$ cat src/rtl/mipi_csi_packet_encoder.sv
// mipi_csi_packet_encoder: CSI-2 4-lane byte-domain packet transmitter (SoT, header+ECC, payload, CRC-16, LP gap)
module mipi_csi_packet_encoder #(
  parameter logic [1:0] VC             = 2'd0,
  parameter bit         FRAME_COUNT_EN = 1'b1,
  parameter int         LP_GAP_CYCLES  = 8
) (
  input  logic        clk_i,
  input  logic        reset_in,
  input  logic        cmd_valid_i,
  input  logic [1:0]  cmd_type_i,
  input  logic [5:0]  data_type_i,
  input  logic [15:0] word_count_i,
  output logic        cmd_ready_o,
  input  logic [31:0] data_i,
  input  logic        data_valid_i,
  output logic        data_ready_o,
  output logic [31:0] hs_data_o,
  output logic [3:0]  lane_valid_o,
  output logic        hs_request_o,
  output logic        underflow_o,
  output logic        cmd_error_o
);
  typedef enum logic [2:0] {IDLE, SOT, HDR, PAY, CRC, GAP} state_t;
  localparam logic [15:0] GAP_LAST = 16'(LP_GAP_CYCLES - 1);
  state_t      state;
  logic [15:0] frame_num, crc, wc, cnt, fn_next;
  logic [5:0]  dt;
  logic        is_long, wc_bad, rsv_err;
  logic [31:0] word;
  function automatic logic [7:0] ecc(input logic [23:0] d);
    return {2'b00, ^(d & 24'hEFFC00), ^(d & 24'hDF03F0), ^(d & 24'hB8E38E),
            ^(d & 24'h749A6D), ^(d & 24'hF2555B), ^(d & 24'hF12CB7)};
  endfunction
  function automatic logic [15:0] crc_step(input logic [15:0] c, input logic [31:0] d);
    logic [15:0] r;
    r = c;
    for (int i = 0; i < 32; i++) r = (r[0] ^ d[i]) ? ((r >> 1) ^ 16'h8408) : (r >> 1);
    return r;
  endfunction
  assign fn_next = (frame_num == 16'hFFFF) ? 16'd1 : frame_num + 16'd1;
  assign word    = data_valid_i ? data_i : 32'h0;
  // Packet sequencer: every output is registered; a starved payload word is sent as zeros so the burst never stalls
  always_ff @(posedge clk_i) begin
    if (!reset_in) begin
      state        <= IDLE;
      frame_num    <= 16'h0;
      crc          <= 16'hFFFF;
      wc           <= 16'h0;
      cnt          <= 16'h0;
      dt           <= 6'h0;
      is_long      <= 1'b0;
      wc_bad       <= 1'b0;
      rsv_err      <= 1'b0;
      cmd_ready_o  <= 1'b0;
      data_ready_o <= 1'b0;
      hs_data_o    <= 32'h0;
      lane_valid_o <= 4'h0;
      hs_request_o <= 1'b0;
      underflow_o  <= 1'b0;
      cmd_error_o  <= 1'b0;
    end else begin
      cmd_error_o  <= rsv_err | (state == SOT && wc_bad);
      rsv_err      <= 1'b0;
      hs_data_o    <= 32'h0;
      lane_valid_o <= 4'h0;
      hs_request_o <= 1'b0;
      case (state)
        IDLE: begin
          if (cmd_valid_i && cmd_ready_o) begin
            if (cmd_type_i == 2'd3) rsv_err <= 1'b1;
            else begin
              state       <= SOT;
              cmd_ready_o <= 1'b0;
              is_long     <= cmd_type_i == 2'd2;
              wc_bad      <= cmd_type_i == 2'd2 && word_count_i[1:0] != 2'd0;
              dt          <= cmd_type_i == 2'd2 ? data_type_i : {5'd0, cmd_type_i[0]};
              wc          <= cmd_type_i == 2'd2 ? {word_count_i[15:2], 2'b00} :
                             !FRAME_COUNT_EN ? 16'h0 : cmd_type_i[0] ? frame_num : fn_next;
              if (cmd_type_i == 2'd0) frame_num <= fn_next;
            end
          end else cmd_ready_o <= 1'b1;
        end
        SOT: begin
          hs_data_o    <= 32'hB8B8B8B8;
          lane_valid_o <= 4'hF;
          hs_request_o <= 1'b1;
          crc          <= 16'hFFFF;
          state        <= HDR;
        end
        HDR: begin
          hs_data_o    <= {ecc({wc, VC, dt}), wc, VC, dt};
          lane_valid_o <= 4'hF;
          hs_request_o <= 1'b1;
          cnt          <= 16'h0;
          data_ready_o <= is_long && wc[15:2] != 14'd0;
          state        <= !is_long ? GAP : wc[15:2] != 14'd0 ? PAY : CRC;
        end
        PAY: begin
          hs_data_o    <= word;
          lane_valid_o <= 4'hF;
          hs_request_o <= 1'b1;
          crc          <= crc_step(crc, word);
          cnt          <= cnt + 16'd1;
          if (!data_valid_i) underflow_o <= 1'b1;
          if (cnt == {2'b00, wc[15:2]} - 16'd1) begin
            data_ready_o <= 1'b0;
            state        <= CRC;
          end
        end
        CRC: begin
          hs_data_o    <= {16'h0, crc};
          lane_valid_o <= 4'h3;
          hs_request_o <= 1'b1;
          cnt          <= 16'h0;
          state        <= GAP;
        end
        GAP: begin
          cnt <= cnt + 16'd1;
          if (cnt == GAP_LAST) state <= IDLE;
        end
        default: state <= IDLE;
      endcase
    end
  end
endmodule

$ cat config.mk
export PLATFORM = sky130hd
export DESIGN_NAME = mipi_csi_packet_encoder
export DESIGN_NICKNAME = d
export VERILOG_FILES = /design/src/rtl/mipi_csi_packet_encoder.sv
export SDC_FILE = /design/constraint.sdc
export NUM_CORES = 1
export LEC_CHECK = 0
export ABC_AREA = 1
export BUFFER_PORTS_ARGS = -buffer_cell sky130_fd_sc_hd__buf_4
export CAP_MARGIN = 20
export CORE_ASPECT_RATIO = 0.75
export CORE_UTILIZATION = 62
export CTS_CLUSTER_DIAMETER = 30
export DETAILED_ROUTE_END_ITERATION = 6
export HOLD_SLACK_MARGIN = 0.05
export PLACE_DENSITY = 0.84
export SLEW_MARGIN = 30
export SYNTH_ARGS = -nofsm -noshare
export SYNTH_HDL_FRONTEND = slang
export SYNTH_SLANG_ARGS = --single-unit
$ cat constraint.sdc
create_clock -name clk_i -period 6.1 [get_ports clk_i]
set_clock_uncertainty 0.15 [all_clocks]
set_input_delay 0.915 -clock clk_i [delete_from_list [all_inputs] [get_ports clk_i]]
set_output_delay 0.915 -clock clk_i [all_outputs]
set_load 0.05 [all_outputs]
==> results.txt <==
Status: finished, final reports clean
Setup TNS: 0 ns
Top layer in use: met4
Vias in the first global route: 7770
Slowest stage delay, CP: 0.47 ns
Met2 routed WL: 10300 um
Post-Place Cells: 1455
Root Driver: clkbuf_16
CTS tree: done
Clock tree buffer depth: 2
Most frequent cells in the layout: nand2_1 (305), inv_1 (129), nand3_1 (122)
Max Cap Violations: 0
Total grt overflow: 0
Die Span Y: 102 um
GRT Total Usage: 38.7%
Nets@finish: 1376
CTS sink count: 115
Final setup fails: 0
Final Non-Filler Cells: 1487
Reg area: 0.00230 mm^2
Post-synth top area share: 28.0%
WL met3: 3490 um
# fillers: 1049
Post-synth EDFFs: 0
CP cell instances: buf_4 -> nand2_1 -> nand2_2 -> nand2_2 -> nand2_2 -> nand2_4 -> nand2_1 -> nand2_1 -> inv_1 -> nand3_2 -> nand2_2 -> nand2_1 -> nand2_1 -> nand3_1 -> nand2_2 -> nand2_2 -> nand2_2 -> inv_2 -> nand2_1 -> nand2_1 -> nand2_1 -> nand2_1
CTS hold repair buffers: 0
H-tree lvl count: 4
Share of layout cells above drive strength 1: 19.5%
Post-route DRC: 0
Area grow syn2layout: 16.2%
Drt first pass iters: 6
Buffers plus inverters on the worst setup path: 3
Cell variety after synth: 44
# Post-CTS Setup Buffers: 0
Synth area leader: dfxtp_1
Synth Warn #: 0
Leakage Power: 4.43 nW
Max Fclk: 294 MHz
WS Path Type: primary input to flip-flop
HP Class: flip-flop to flip-flop
Power Density: 419 mW/mm^2
Max-slew headroom: 36.1%
DRT met1 WL: 11500 um
Placeable Area: 0.0130 mm^2
Most common cell after layout, fill and taps aside: nand2_1
Number of synthesized register bits: 115
Die area: 0.0137 mm^2
Final wirelength: 25700 um
Hold Violations, Final: 0
Routed vias/inst: 5.89
Post-synthesis cell count: 1226
Total chip power: 0.00401 W
Antenna-violating nets left: 0
Peak VDD IR: 0.240 mV
Peak fanout along the critical path: 55
# IOs: 101
CP Launch Type: primary input
Period utilisation layout: 55.7%
Initial Util: 63.4%
Gpl congestion: 0.969
Row Count: 36
Mapped cell area: 0.00822 mm^2
Cts bufs inserted: 17
Worst slew pin tran: 0.958 ns
Post-synthesis area per instance: 6.71 um^2
Number of antenna diodes: 0
Syn Nets: 1299
RSZ-0062 raised after global routing: no
Die width: 135 um
Seq/Total Area, Yosys: 28.0%
Largest net degree at the start of global routing: 56
Worst-Skew Late Latency: 0.43 ns
Dominant cells by area after synthesis: dfxtp_1 (28%), nand2_1 (14%), nand3_1 (7.4%)
Top Family by Delay on Critical Path: simple AND/OR/NAND/NOR gates
Required time of the critical path: 6.25 ns
Most common cell on crit path: nand2_1
First-pass GRT wire length: 40700 um
IO Port Bufs: 100
Clock transition at path regs: 0.06 ns
Fin crit period: 3.40 ns
Crit path arrival time: 3.55 ns
Critical path capture point type: flip-flop
Area of the multi-input gates: 0.00514 mm^2
Avg WL per Cell: 17.3 um
Starting DRT DRC Count: 937
CTS resizes: 0
Slowest-stage cell, CP: buf_4
Initial antenna violation count: 0
HPWL after DPL: 19300 um
DR vias: 8757
Post-synth top flop: dfxtp_1
Post-synthesis async set-or-reset flop share: 0%
Max-slew violations: 0
-- logic make-up after synthesis --
| group | share of synthesized area, % |
|---|---|
| AOI/OAI and AO/OA | 14.5 |
| xor gates and xnor gates | 9.74 |
| adders and majority gates | 1.98 |
| buffers and inverters | 9.56 |
| DFF | 28.0 |
| muxes | 0.137 |
| and+or+nand+nor | 36.1 |
-- worst min-delay path: cells and delay by family (launching register included) --
family / cells / cell delay [ns]
compound gates: 1 / 0.04
simple gates: 1 / 0.09
flops: 1 / 0.31
-- metal layers --
layer / track usage (%) / up-vias
li1: - / 4193
met1: 56.6 / 3984
met2: 55.1 / 530
met3: 10.8 / 50
met4: 10.7 / 0
met5: 0 / -
-- area by class of cell --
class                   count  share of cell area [%]
clock buffers              17                    4.45
clock inverters            15                    1.32
inverters                 150                    5.89
multi-input cells         915                    53.8
flip-flops and latches    115                    24.1
well taps                 171                    2.24
repair buffers            104                    8.17
-- sequential cells by signal (all words and copies together), names as in the netlist, 2 cells and up --
register	cells
wc	16
hs_data_o	32
state	3
lane_valid_o	2
dt	6
frame_num	16
crc	16
cnt	16
-- power breakdown --
| group | internal (W) | switching, W |
|---|---|---|
| Clock | 0.000530 | 0.000409 |
| Sequential | 0.000822 | 0.0000779 |
| Combinational | 0.000705 | 0.00146 |
| Total | 0.00206 | 0.00195 |
-- path summary, 6_finish.rpt --
check / cells after the start / endpoint / slack (ns) / from
min reg2reg: 2 / cmd_error_o$_SDFF_PN0_ / 0.33 / rsv_err$_SDFF_PN0_
max reg2reg: 11 / frame_num[14]$_SDFFE_PN0P_ / 2.72 / state[1]$_SDFFE_PN0P_
min: 2 / cmd_error_o$_SDFF_PN0_ / 0.33 / rsv_err$_SDFF_PN0_
max: 22 / crc[10]$_SDFFE_PN1P_ / 2.70 / data_valid_i
-- synthesized netlist by cell type, types with 3 or more instances --
master	number
o221ai_1	8
nand4_1	13
nor2_1	67
o211ai_1	7
nand2_4	20
xnor2_1	30
a41oi_1	5
nor3_1	10
nand2_1	305
inv_1	129
nor4_1	3
nand3_1	122
o21ai_0	43
a31oi_1	4
nand2_2	46
xor2_2	4
or2_2	8
buf_1	3
buf_2	4
a221oi_1	27
inv_2	19
a211oi_1	12
nand3_2	17
a21oi_1	71
nand3b_1	5
ha_1	13
clkbuf_1	33
o22ai_1	7
xor2_1	54
dfxtp_1	115
-- per-stage QoR --
step | hold WS, ns | setup slack, ns | area, um^2 | util (%)
5_1_grt | 0.354 | 2.42 | 9560 | 73.7
3_5_place_dp | 0.301 | 2.36 | 8990 | 69.3
3_3_place_gp | 0.308 | 2.45 | 8990 | 69.3
6_report | 0.327 | 2.70 | 9560 | 73.7
4_1_cts | 0.325 | 2.48 | 9550 | 73.6
2_1_floorplan | 0.263 | 3.21 | 8220 | -
(Power assumes the default switching activity.)
